File: config.mk
export PLATFORM = sky130hd
export DESIGN_NAME = sync_fifo
export DESIGN_NICKNAME = d
export VERILOG_FILES = /design/src/rtl/fifo_pkg.sv /design/src/rtl/sdpram.sv /design/src/rtl/sync_fifo.sv
export SDC_FILE = /design/constraint.sdc
export NUM_CORES = 1
export LEC_CHECK = 0
export ABC_AREA = 0
export BUFFER_PORTS_ARGS = -buffer_cell sky130_fd_sc_hd__buf_2
export CORE_UTILIZATION = 59
export DETAILED_ROUTE_END_ITERATION = 7
export HOLD_SLACK_MARGIN = 0.03
export PLACE_DENSITY = 0.74
export SLEW_MARGIN = 25
export SYNTH_ARGS = -nofsm -noshare
export SYNTH_HDL_FRONTEND = slang
export SYNTH_SLANG_ARGS = --single-unit
File: constraint.sdc
create_clock -name ReadClk -period 3.3 [get_ports ReadClk]
set_clock_uncertainty 0.05 [all_clocks]
set_input_delay 0.33 -clock ReadClk [delete_from_list [all_inputs] [get_ports ReadClk]]
set_output_delay 0.33 -clock ReadClk [all_outputs]
set_load 0.03 [all_outputs]
File: src/rtl/fifo_pkg.sv
// Shared sizing constants for the synchronous FIFO and its storage.
package fifo_pkg;

  localparam int unsigned FIFO_DEPTH_DEF = 8;
  localparam int unsigned DATA_WIDTH_DEF = 8;

  function automatic int unsigned ptr_w(input int unsigned depth);
    return $clog2(depth);
  endfunction

  localparam int unsigned PTR_W_DEF = ptr_w(FIFO_DEPTH_DEF);

endpackage

File: src/rtl/sdpram.sv
// Simple dual-port RAM: synchronous write, asynchronous read, no reset on contents.
module sdpram_core
  import fifo_pkg::*;
#(
  parameter int unsigned DEPTH = FIFO_DEPTH_DEF,
  parameter int unsigned WIDTH = DATA_WIDTH_DEF
) (
  input  logic                    i_clk,
  input  logic                    i_wr_en,
  input  logic [ptr_w(DEPTH)-1:0] i_wr_addr,
  input  logic [WIDTH-1:0]        i_wr_data,
  input  logic [ptr_w(DEPTH)-1:0] i_rd_addr,
  output logic [WIDTH-1:0]        o_rd_data
);

  logic [WIDTH-1:0] mem_array [0:DEPTH-1];

  always_ff @(posedge i_clk) begin
    if (i_wr_en) begin
      mem_array[i_wr_addr] <= i_wr_data;
    end
  end

  assign o_rd_data = mem_array[i_rd_addr];

endmodule

module sdpram
  import fifo_pkg::*;
#(
  parameter int unsigned DEPTH = FIFO_DEPTH_DEF,
  parameter int unsigned WIDTH = DATA_WIDTH_DEF
) (
  input  logic                    i_clk,
  input  logic                    i_wr_en,
  input  logic [ptr_w(DEPTH)-1:0] i_wr_addr,
  input  logic [WIDTH-1:0]        i_wr_data,
  input  logic [ptr_w(DEPTH)-1:0] i_rd_addr,
  output logic [WIDTH-1:0]        o_rd_data
);

  sdpram_core #(
    .DEPTH (DEPTH),
    .WIDTH (WIDTH)
  ) sdpram_i1 (
    .i_clk     (i_clk),
    .i_wr_en   (i_wr_en),
    .i_wr_addr (i_wr_addr),
    .i_wr_data (i_wr_data),
    .i_rd_addr (i_rd_addr),
    .o_rd_data (o_rd_data)
  );

endmodule

File: src/rtl/sync_fifo.sv
// Single-clock FIFO with registered read data, registered active-low flags and a sticky error bit.
module sync_fifo
  import fifo_pkg::*;
#(
  parameter int unsigned FIFO_DEPTH = FIFO_DEPTH_DEF,
  parameter int unsigned DATA_WIDTH = DATA_WIDTH_DEF
) (
  input  logic                  ReadClk,
  input  logic                  WriteClk,
  input  logic                  Reset_,
  input  logic                  WriteEn,
  input  logic [DATA_WIDTH-1:0] DataIn,
  input  logic                  ReadEn,
  output logic [DATA_WIDTH-1:0] DataOut,
  output logic                  Empty_,
  output logic                  HalfFull_,
  output logic                  Full_,
  output logic                  Error
);

  localparam int unsigned PTR_W = ptr_w(FIFO_DEPTH);
  localparam int unsigned CNT_W = PTR_W + 1;

  logic [PTR_W-1:0]      r_wr_ptr;
  logic [PTR_W-1:0]      r_rd_ptr;
  logic [CNT_W-1:0]      r_count;
  logic [DATA_WIDTH-1:0] r_data_out;
  logic                  r_empty_n;
  logic                  r_half_n;
  logic                  r_full_n;
  logic                  r_error;

  logic                  w_rd_acc;
  logic                  w_wr_acc;
  logic                  w_mem_we;
  logic [CNT_W-1:0]      w_count_nxt;
  logic                  w_err_nxt;
  logic [DATA_WIDTH-1:0] w_rd_data;
  logic                  w_unused_writeclk;

  assign w_unused_writeclk = WriteClk;

  // A full FIFO still accepts a write when a read frees a slot on the same edge.
  always_comb begin
    w_rd_acc    = ReadEn && (r_count != CNT_W'(0));
    w_wr_acc    = WriteEn && ((r_count != CNT_W'(FIFO_DEPTH)) || w_rd_acc);
    w_mem_we    = w_wr_acc && !Reset_;
    w_count_nxt = r_count;
    if (w_wr_acc && !w_rd_acc) begin
      w_count_nxt = r_count + CNT_W'(1);
    end else if (w_rd_acc && !w_wr_acc) begin
      w_count_nxt = r_count - CNT_W'(1);
    end
    w_err_nxt = r_error || (WriteEn && !w_wr_acc) || (ReadEn && !w_rd_acc);
  end

  always_ff @(posedge ReadClk) begin
    if (Reset_) begin
      r_wr_ptr   <= '0;
      r_rd_ptr   <= '0;
      r_count    <= '0;
      r_data_out <= '0;
      r_empty_n  <= 1'b0;
      r_half_n   <= 1'b1;
      r_full_n   <= 1'b1;
      r_error    <= 1'b0;
    end else begin
      if (w_wr_acc) begin
        r_wr_ptr <= r_wr_ptr + PTR_W'(1);
      end
      if (w_rd_acc) begin
        r_rd_ptr   <= r_rd_ptr + PTR_W'(1);
        r_data_out <= w_rd_data;
      end
      r_count   <= w_count_nxt;
      r_empty_n <= (w_count_nxt != CNT_W'(0));
      r_half_n  <= (w_count_nxt < CNT_W'(FIFO_DEPTH / 2));
      r_full_n  <= (w_count_nxt != CNT_W'(FIFO_DEPTH));
      r_error   <= w_err_nxt;
    end
  end

  sdpram #(
    .DEPTH (FIFO_DEPTH),
    .WIDTH (DATA_WIDTH)
  ) sdpram_i1 (
    .i_clk     (ReadClk),
    .i_wr_en   (w_mem_we),
    .i_wr_addr (r_wr_ptr),
    .i_wr_data (DataIn),
    .i_rd_addr (r_rd_ptr),
    .o_rd_data (w_rd_data)
  );

  assign DataOut   = r_data_out;
  assign Empty_    = r_empty_n;
  assign HalfFull_ = r_half_n;
  assign Full_     = r_full_n;
  assign Error     = r_error;

endmodule

# Word level (Yosys, flattened, before mapping)
# Memories as Yosys holds them, arrays and structs flattened. A register that Yosys moved wholly into a read port is not among the register bits.
# Cells that the tools add are included.
# op_classes
addsub	4
n_mul	0
n_div	0
n_lt_le_gt_ge	1
n_eq_ne	2
shift	0
muxes	4
bitwise_logic	0
n_reduce_logical	15
# ops
cell	count
$mux W4	2
$ne A4 B4 Y1 const B	2
$reduce_bool A4 Y1	2
$logic_and A1 B1 Y1	7
$add A3 B1 Y3 const B	2
$add A4 B1 Y4 const B	1
$lt A4 B3 Y1 const B	1
$sub A4 B1 Y4 const B	1
$logic_not A1 Y1	3
$logic_or A1 B1 Y1	3
$mux W1	2
# totals
register_bits	14
latchBits	0
mem_bits_rw	64
romBits	0
n_memories	1
# mem_list
name	depth	width	read_ports	rd_clocked_by_memory_dff	write_ports	line	rtl
sdpram_i1.sdpram_i1.mem_array	8	8	1	1	1	sdpram.sv:16	logic [WIDTH-1:0] mem_array [0:DEPTH-1];

# Logic depth before layout (Yosys ltp)
# Gate-level depths: netlist (run 1).
# logic_depth
word_depth	9
mapped_depth	8

# By module
# From an unflattened synthesis (run 1), not the netlist that was laid out.
# unflattened
cells_unflattened	228
hier_area_um2	3564.7
# modules_own_cells
module	instances	cells_per_inst	area_per_inst_um2
sdpram_core	1	106	2531.2
sync_fifo	1	122	1033.5

# Worst setup path after synthesis (run 1)
# OpenSTA, ideal clock, no wires.
# synth_path
path_kind	register -> register
from	register r_count[0]
to	memory sdpram_i1.sdpram_i1.mem_array[4][0] in the netlist's numbering, enable pin
setup_ns	0.395
arrival_time_ns	2.064
required_ns	2.855
path_slack_ns	0.792
stages_incl_launch_ff	7
n_path_buf	0
period_less_slack_ns	2.508
path_cell_list	dfxtp_1 -> inv_1 -> ha_1 -> nor2b_4 -> a31oi_2 -> nand2_1 -> nor4_1
# synth_between
elab_chain_len	7
# synth_rtl
element	line	rtl
start, declared	sync_fifo.sv:26	logic [CNT_W-1:0] r_count;
start signal, assigned	sync_fifo.sv:75	r_count <= w_count_nxt;
$reduce_bool A4 Y1	sync_fifo.sv:45	w_rd_acc = ReadEn && (r_count != CNT_W'(0));
$logic_and A1 B1 Y1	sync_fifo.sv:45	
$logic_or A1 B1 Y1 (*)	sync_fifo.sv:46	w_wr_acc = WriteEn && ((r_count != CNT_W'(FIFO_DEPTH)) || w_rd_acc);
$logic_and A1 B1 Y1 (*)	sync_fifo.sv:46	
$logic_and A1 B1 Y1 (*)	sync_fifo.sv:47	w_mem_we = w_wr_acc && !Reset_;
$mux W1 (*)	sdpram.sv:19	if (i_wr_en) begin
$mux W1 (not written as such) (*)	sdpram.sv:20	mem_array[i_wr_addr] <= i_wr_data;
end, declared	sdpram.sv:16	
# Mark *: on every way between the ends. The rest lies on a longest branch, timed or not.

# Worst setup path in the final report (run 1)
# layout_path
from	register r_count[0]
to	memory sdpram_i1.sdpram_i1.mem_array[4][1] in the netlist's numbering, enable pin
# The elaborated chain is that of the path after synthesis.

==> flow_metrics.py, run 1 <==
metrics = {
    "yosys": {
        "synthAdderAreaFrac": 0.0142,
        "synth.area.top_cells": "edfxtp_1, dfxtp_1, mux4_2, nor2_1, mux2i_1",
        "synth_top_area_frac": 0.547,
        "synth.area.mux_share": 0.136,
        "synth_xor_area_frac": 0.0150,
        "syn-cell-area_um2": 3510,
        "synthSimpleGateAreaFrac": 0.0669,
        "synth_top_family_by_area": "multiplexers",
        "synth.most_common_cell": "edfxtp_1",
        "yosys.area.top_type": "edfxtp_1",
        "yosysWarningCount": 0,
        "ys_types": 42,
        "synth_compound_area_frac": 0.0676,
        "synth_area_per_cell_um2": 15.9,
        "syn_nets": 238,
        "ys_ff_latch": 86,
        "synthFlopType": "edfxtp_1",
        "async_reset_ff_frac": 0,
        "synth_edf_count": 64,
        "seq_area_frac_synth": 0.672,
        "synth_common_cells": "edfxtp_1, nor2_1, dfxtp_1, mux4_2, nand2_1",
        "synthCells": 221,
    },
    "clocking": {
        "htreeDepth": 3,
        "cts_tree": "built",
        "holdBufCountCts": 0,
        "cts.sinks": 86,
        "clockRootBuffer": "clkbuf_8",
        "clock_latency_ps": 340,
        "cts_resized": 0,
        "post_cts_buffers": 0,
        "clk_pin_slew_ps": 80,
        "numCtsBuffers": 9,
        "cts_buffer_depth": 2,
    },
    "floorplanning": {
        "placementRows": 27,
        "core_area_um2": 5610,
        "dieArea_um2": 6270,
        "die_h_um": 79.2,
        "io_pins": 25,
        "die_x_um": 79.2,
        "start_util": 0.627,
    },
    "cells_and_area": {
        "finalNetCount": 269,
        "drive_above_1_share": 0.300,
        "fin_cells": 329,
        "area_delta_synth_final_pct": 12.1,
        "antenna_cells": 0,
        "final_area_um2": 3940,
    },
    "setup_path": {
        "required_ps": 3310,
        "reg2reg_depth": 7,
        "end_kind": "flop",
        "cp-start-kind": "flop",
        "crit_arrival_ps": 2470,
        "path_class": "flop to flop",
        "worstPathMaxFanout": 6,
    },
    "grt": {
        "grt_pass1_wl_um": 9440,
        "grt_use_total": 0.213,
        "grt_pass1_vias": 1826,
        "grt_max_degree": 27,
        "grt_util_met3": 0.0471,
        "met2_usage": 0.359,
        "grt_overflow": 0,
        "antenna_found_initial": 0,
        "grt_busiest_layer": "met2",
        "met1_usage": 0.273,
    },
    "place": {
        "post_dp_cell_area_um2": 3720,
        "port_buffers": 23,
        "dp.cells": 313,
        "dp_hpwl_um": 3850,
        "gp_congestion": 0.788,
    },
    "timing": {
        "max_freq_mhz": 406,
        "hold_violations": 0,
        "hold-worst-slack_ps": 203,
        "post-route-min-period_ps": 2460,
        "finalSetupViolCount": 0,
        "worst_pin_slew_ps": 855,
        "tns_ps": 0,
        "slew-limit-headroom": 0.429,
        "post-route-period-util": 0.747,
        "rsz0062_at_grt": "no",
        "slew_violations": 0,
    },
    "flow_run": {
        "cap_violations": 0,
    },
    "power": {
        "comb_power_share": 0.217,
        "cellPowerDensity_nw_per_um2": 676,
        "p_clk_frac": 0.301,
        "switching_power_uw": 739,
        "vdd_drop_max_v": 0.000416,
        "finalPower_mw": 2.67,
        "p_leak_nw": 1.35,
        "swShare": 0.277,
        "internal-power_mw": 1.93,
        "p_seq_frac": 0.482,
    },
    "detailed_routing": {
        "drc": 0,
        "via_per_inst": 5.77,
        "firstDrtPassIters": 4,
        "via_count": 1899,
        "wl_um": 5990,
        "ant_nets": 0,
        "routedWlPerCell_um": 18.2,
        "drtIter0Drc": 94,
    },
    "hold_path": {
        "min_path_cells": 1,
        "holdCritPathClass": "primary input to flop",
    },
    "outcome": {
        "status": "finished, final reports clean",
    },
}
## power by group through the flow
stage | Clock [mW] | Sequential (mW) | Combinational (mW)
4_1_cts | 0.819 | 1.29 | 0.583
6_report | 0.802 | 1.29 | 0.578
3_5_place_dp | 0 | 1.31 | 0.578
2_1_floorplan | 0 | 1.36 | 0.428
3_3_place_gp | 0 | 1.31 | 0.571
5_1_grt | 0.859 | 1.30 | 0.629
## cells in the final DEF, fill, tap and decap left out, types with 3 or more instances in the layout
master	netlist	layout
a211oi_1	9	9
a21oi_1	6	6
a31oi_1	4	4
buf_2	4	23
buf_4	1	9
clkbuf_8	0	10
clkinv_2	0	3
dfxtp_1	22	22
edfxtp_1	64	64
ha_1	4	4
inv_2	3	3
mux2i_1	9	9
mux4_2	16	16
nand2_1	11	11
nor2_1	25	25
nor3_1	4	4
xnor2_1	4	4
## worst max-delay path: stages, from the launching register on
cell and delay (ps):
dfxtp_1 410, inv_1 90, ha_1 270, nor2b_4 170
a31oi_2 300, nand2_1 190, nor4_2 440, buf_4 250
## kinds of logic (layout without fill, tap and decap cells)
family                     Yosys count  in the layout
AOI/OAI and AO/OA                   30             30
xor gates and xnor gates             6              6
adders and majority gates            4              4
buffers and inverters               17             53
DFF                                 86             86
muxes                               27             27
and+or+nand+nor                     51             51
## final cells by class
| cell class | instances | area [um^2] |
|---|---|---|
| sequential | 86 | 2360 |
| clock buffer | 10 | 138 |
| multi-input combinational | 118 | 1060 |
| clock inverter | 6 | 83.8 |
| tap | 72 | 90.1 |
| inverter | 5 | 18.8 |
| fill | 382 | 1670 |
| timing repair buffer | 32 | 183 |
## registers in the layout, summed over array words and instances (netlist names)
register / count
DataOut: 8
Empty_: 1
Error: 1
Full_: 1
HalfFull_: 1
r_count: 4
r_rd_ptr: 3
r_wr_ptr: 3
sdpram_i1.sdpram_i1.mem_array: 64
## worst paths after layout
check | start | endpoint | slack, ps
setup / recovery | r_count[0]$_SDFF_PP0_ | sdpram_i1.sdpram_i1.mem_array[4][1]$_DFFE_PP_ | 840
setup reg to reg | r_count[0]$_SDFF_PP0_ | sdpram_i1.sdpram_i1.mem_array[4][1]$_DFFE_PP_ | 840
hold reg to reg | Error$_SDFF_PP0_ | Error$_SDFF_PP0_ | 420
hold / removal | DataIn[5] | sdpram_i1.sdpram_i1.mem_array[2][5]$_DFFE_PP_ | 200
## per-stage QoR
stage          setup WS [ps]  utilization
5_1_grt                  652        0.703
6_report                 836        0.703
4_1_cts                  844        0.703
3_5_place_dp             875        0.663
3_3_place_gp             891        0.663
2_1_floorplan            792            -
## per-layer routing
layer | part of all wire | vias to the layer above | routed length (um)
li1 | - | 912 | -
met1 | 0.45 | 934 | 2690
met2 | 0.50 | 46 | 2980
met3 | 0.039 | 7 | 234
met4 | 0.013 | 0 | 78
met5 | 0 | - | 0
Power figures use the tool's default switching activity.
==> run 2: changes to the inputs <==
clock period = 2.3 ns   (was 3.3 ns; I/O delays follow)
==> run 2 against run 1 <==
Compared with the run above: first-iteration DRC count grew 17%; maximum frequency grew 14%; combinational power grew 47%; utilization grew 0.74 points; sequential power grew 42%; worst setup slack lost 700 ps; clock power grew 50%; non-clock buffer count grew 4; design area grew 1.0%.
==> flow_metrics.py, run 2 (synthesis gave the netlist of run 1 again) <==
metrics = {
    "power": {
        "vdd_drop_max_v": 0.000685,
        "finalPower_mw": 3.88,
        "p_seq_frac": 0.471,
        "swShare": 0.277,
        "switching_power_mw": 1.07,
        "p_clk_frac": 0.309,
        "internal-power_mw": 2.80,
        "cellPowerDensity_nw_per_um2": 974,
        "p_leak_nw": 1.37,
        "comb_power_share": 0.220,
    },
    "cells_and_area": {
        "antenna_cells": 0,
        "largest_reg_flops": 64,
        "area_delta_synth_final_pct": 13.3,
        "drive_above_1_share": 0.307,
        "finalNetCount": 273,
        "layout_commonest_cell": "edfxtp_1",
        "regMostFlops": "sdpram_i1.sdpram_i1.mem_array",
        "fin_cells": 333,
        "final_cell_mix": "edfxtp_1, nor2_1, buf_2, dfxtp_1, mux4_2",
    },
    "grt": {
        "grt_pass1_vias": 1922,
        "antenna_found_initial": 0,
        "grt_overflow": 0,
        "grt_use_total": 0.228,
        "grt_max_degree": 27,
        "grt_pass1_wl_um": 9890,
    },
    "setup_path": {
        "cp-startpoint": "r_count[0]$_SDFF_PP0_",
        "path_class": "flop to flop",
        "required_ps": 2310,
        "reg2reg_depth": 7,
        "worstPathMaxFanout": 8,
        "cp-start-kind": "flop",
        "r2r-start": "r_count[0]$_SDFF_PP0_",
        "end_kind": "flop",
        "crit_arrival_ps": 2180,
    },
    "floorplanning": {
        "die_h_um": 79.2,
        "start_util": 0.627,
        "dieArea_um2": 6270,
        "core_area_um2": 5610,
        "io_pins": 25,
        "placementRows": 27,
        "die_x_um": 79.2,
    },
    "clocking": {
        "cts_resized": 0,
        "post_cts_buffers": 0,
        "cts_tree": "built",
        "clockRootBuffer": "clkbuf_8",
        "clk_pin_slew_ps": 90,
        "htreeDepth": 3,
        "numCtsBuffers": 9,
        "clock_latency_ps": 350,
        "cts.sinks": 86,
        "cts_buffer_depth": 2,
        "holdBufCountCts": 0,
    },
    "timing": {
        "max_freq_mhz": 462,
        "rsz0062_at_grt": "no",
        "slew-limit-headroom": 0.558,
        "slew_violations": 0,
        "hold_violations": 0,
        "finalSetupViolCount": 0,
        "tns_ps": 0,
        "worst_slack_ps": 134,
        "post-route-period-util": 0.942,
        "worst_pin_slew_ps": 662,
        "post-route-min-period_ps": 2170,
    },
    "detailed_routing": {
        "wl_um": 6090,
        "drc": 0,
        "routedWlPerCell_um": 18.3,
        "ant_nets": 0,
        "firstDrtPassIters": 4,
        "drtIter0Drc": 110,
        "via_count": 1906,
        "via_per_inst": 5.72,
    },
    "hold_path": {
        "holdCritPathClass": "primary input to flop",
        "min_path_cells": 1,
        "min-delay-start": "DataIn[1]",
    },
    "place": {
        "dp_hpwl_um": 3970,
        "gp_congestion": 0.805,
        "dp.cells": 317,
        "port_buffers": 23,
        "place_ws_ps": 176,
    },
    "flow_run": {
        "cap_violations": 0,
    },
    "outcome": {
        "status": "finished, final reports clean",
    },
}
==> run 2: path summary, 6_finish.rpt <==
kind / slack (ps) / to
max: 130 / sdpram_i1.sdpram_i1.mem_array[4][7]$_DFFE_PP_
min: 80 / sdpram_i1.sdpram_i1.mem_array[4][1]$_DFFE_PP_
max reg2reg: 130 / sdpram_i1.sdpram_i1.mem_array[4][7]$_DFFE_PP_
min reg2reg: 420 / Error$_SDFF_PP0_
==> run 2: through the flow <==
stage	utilization	area [um^2]	hold WS [ps]
finish	0.710	3980	81.2
global placement	0.668	3750	395
floorplan	-	3530	279
global route	0.710	3980	81.5
detailed placement	0.668	3750	412
CTS	0.710	3980	67.3
==> run 2: final cells by class <==
cell class | count | area [um^2]
flip-flops and latches | 86 | 2360
inverters | 5 | 18.8
well taps | 72 | 90.1
repair buffers | 36 | 213
clock buffers | 11 | 151
multi-input cells | 118 | 1060
fillers | 383 | 1630
clock inverters | 5 | 81.3
==> run 2: critical path, stage by stage, from the launching register on <==
cell and delay (ps):
dfxtp_1 420, inv_1 100, ha_1 270, nor2b_4 170, a31oi_2 300, nand2_1 180, nor4_2 160, buf_4 220
==> run 2: metal layers <==
metal  wire [um]  track usage  share of wire  vias up
met3         194       0.0655          0.032        9
met2        3100        0.376           0.51       28
li1            -            -              -      917
met4         118       0.0873          0.019        0
met1        2670        0.285           0.44      952
met5           0            0              0        -
==> run 2: power groups by stage <==
stage / combinational, mW / sequential [mW] / clock [mW]
final: 0.852 / 1.83 / 1.20
after global routing: 0.946 / 1.84 / 1.27
after CTS: 0.865 / 1.82 / 1.22
after detailed placement: 0.861 / 1.86 / 0
after global placement: 0.845 / 1.86 / 0
after floorplan: 0.615 / 1.95 / 0
==> run 3: changes to the inputs <==
CORE_UTILIZATION = 64   (was 59)
PLACE_DENSITY = 0.8   (was 0.74)
clock period = 2.7 ns   (was 2.3 ns; I/O delays follow)
==> run 3 against run 2 <==
Compared with the run above: via count decreased by 0.68%; critical path type unchanged; non-clock buffer count is the same; highest routed layer unchanged; sequential share of layout area increased by 1.1 points; routed wire length is 3.6% lower; worst hold slack improved by 65 ps; critical endpoint is now sdpram_i1.sdpram_i1.mem_array[4][4]$_DFFE_PP_; design area decreased by 1.8%; clock power fell by 37%.
==> flow_metrics.py, run 3 (synthesis gave the netlist of run 1 again) <==
metrics = {
    "clocking": {
        "clock_latency_ps": 340,
        "post_cts_buffers": 0,
        "clk_pin_slew_ps": 80,
        "holdBufCountCts": 0,
        "clockRootBuffer": "clkbuf_8",
        "cts_tree": "built",
        "htreeDepth": 3,
        "cts_resized": 0,
        "cts_buffer_depth": 2,
        "numCtsBuffers": 9,
        "cts.sinks": 86,
    },
    "detailed_routing": {
        "via_per_inst": 5.72,
        "routedWlPerCell_um": 17.7,
        "wl_um": 5870,
        "ant_nets": 0,
        "firstDrtPassIters": 4,
        "via_count": 1893,
        "drc": 0,
        "drtIter0Drc": 88,
    },
    "place": {
        "post_dp_cell_area_um2": 3750,
        "dp_hpwl_um": 3900,
        "dp.cells": 315,
        "place_ws_ps": 552,
        "gp_congestion": 0.806,
        "port_buffers": 23,
    },
    "floorplanning": {
        "dieArea_um2": 5790,
        "start_util": 0.675,
        "die_h_um": 76.1,
        "io_pins": 25,
        "die_x_um": 76.1,
        "placementRows": 26,
        "core_area_um2": 5200,
    },
    "setup_path": {
        "end_kind": "flop",
        "cp.depth": 7,
        "path_class": "flop to flop",
        "path_cells": "inv_1, ha_1, nor2b_4, a31oi_2, nand2_1, nor4_2, buf_4",
        "crit_family": "simple AND/OR/NAND/NOR gates",
        "cp-start-kind": "flop",
        "worstPathMaxFanout": 8,
        "reg2reg_depth": 7,
        "required_ps": 2690,
        "critPathBufInv": 2,
        "crit_arrival_ps": 2160,
        "cp_slowest_stage_delay_ps": 420,
        "worst_path_max_delay_cell": "dfxtp_1",
    },
    "timing": {
        "post-route-period-util": 0.802,
        "hold-worst-slack_ps": 147,
        "slew_violations": 0,
        "max_freq_mhz": 462,
        "hold_violations": 0,
        "finalSetupViolCount": 0,
        "worst_pin_slew_ps": 831,
        "worst_slack_ps": 534,
        "post-route-min-period_ps": 2170,
        "rsz0062_at_grt": "no",
        "slew-limit-headroom": 0.445,
        "tns_ps": 0,
    },
    "cells_and_area": {
        "regMostFlops": "sdpram_i1.sdpram_i1.mem_array",
        "fin_util": 0.751,
        "area_delta_synth_final_pct": 11.2,
        "layout_commonest_cell": "edfxtp_1",
        "drive_above_1_share": 0.299,
        "finalNetCount": 273,
        "largest_reg_flops": 64,
        "antenna_cells": 0,
        "fin_cells": 331,
        "final_cell_mix": "edfxtp_1, nor2_1, buf_2, dfxtp_1, mux4_2",
        "final_area_um2": 3910,
    },
    "flow_run": {
        "cap_violations": 0,
    },
    "hold_path": {
        "min_path_cells": 1,
        "holdCritPathClass": "primary input to flop",
    },
    "power": {
        "p_leak_nw": 1.33,
        "cellPowerDensity_nw_per_um2": 778,
        "vdd_drop_max_v": 0.000552,
        "finalPower_mw": 3.04,
    },
    "grt": {
        "grt_overflow": 0,
        "grt_max_degree": 27,
        "grt_use_total": 0.222,
        "grt_pass1_wl_um": 9360,
        "antenna_found_initial": 0,
        "grt_pass1_vias": 1818,
    },
    "outcome": {
        "status": "finished, final reports clean",
    },
}
## run 3: cell type report
cell class,count,area (um^2)
inverters,5,18.8
fillers,336,1290
flip-flops and latches,86,2360
repair buffers,36,213
clock inverters,7,40.0
clock buffers,9,124
well taps,70,87.6
multi-input cells,118,1060
## run 3: layer usage
layer	global-route usage	wire (um)	vias up
met4	0.0750	38	0
met2	0.372	3030	28
li1	-	-	919
met5	0	0	-
met1	0.296	2670	941
met3	0.0407	133	5
## run 3: power by group
group          switching (mW)  leakage (nW)  internal [mW]  total, mW
Combinational           0.393         0.490          0.319      0.712
Clock                   0.432        0.0781          0.326      0.758
Sequential             0.0703         0.759           1.50       1.57
Total                   0.895          1.33           2.15       3.04
## run 3: final timing paths
| path | startpoint | endpoint | slack (ps) |
|---|---|---|---|
| worst max register to register | r_count[0]$_SDFF_PP0_ | sdpram_i1.sdpram_i1.mem_array[4][4]$_DFFE_PP_ | 530 |
| worst min-delay path | DataIn[3] | sdpram_i1.sdpram_i1.mem_array[1][3]$_DFFE_PP_ | 150 |
| worst max-delay path | r_count[0]$_SDFF_PP0_ | sdpram_i1.sdpram_i1.mem_array[4][4]$_DFFE_PP_ | 530 |
| worst min register to register | Error$_SDFF_PP0_ | Error$_SDFF_PP0_ | 420 |
## run 3: worst register-to-register path, cell delays in order, from the launching register on
cell	delay, ps
dfxtp_1	420
inv_1	100
ha_1	270
nor2b_4	170
a31oi_2	290
nand2_1	170
nor4_2	160
buf_4	230
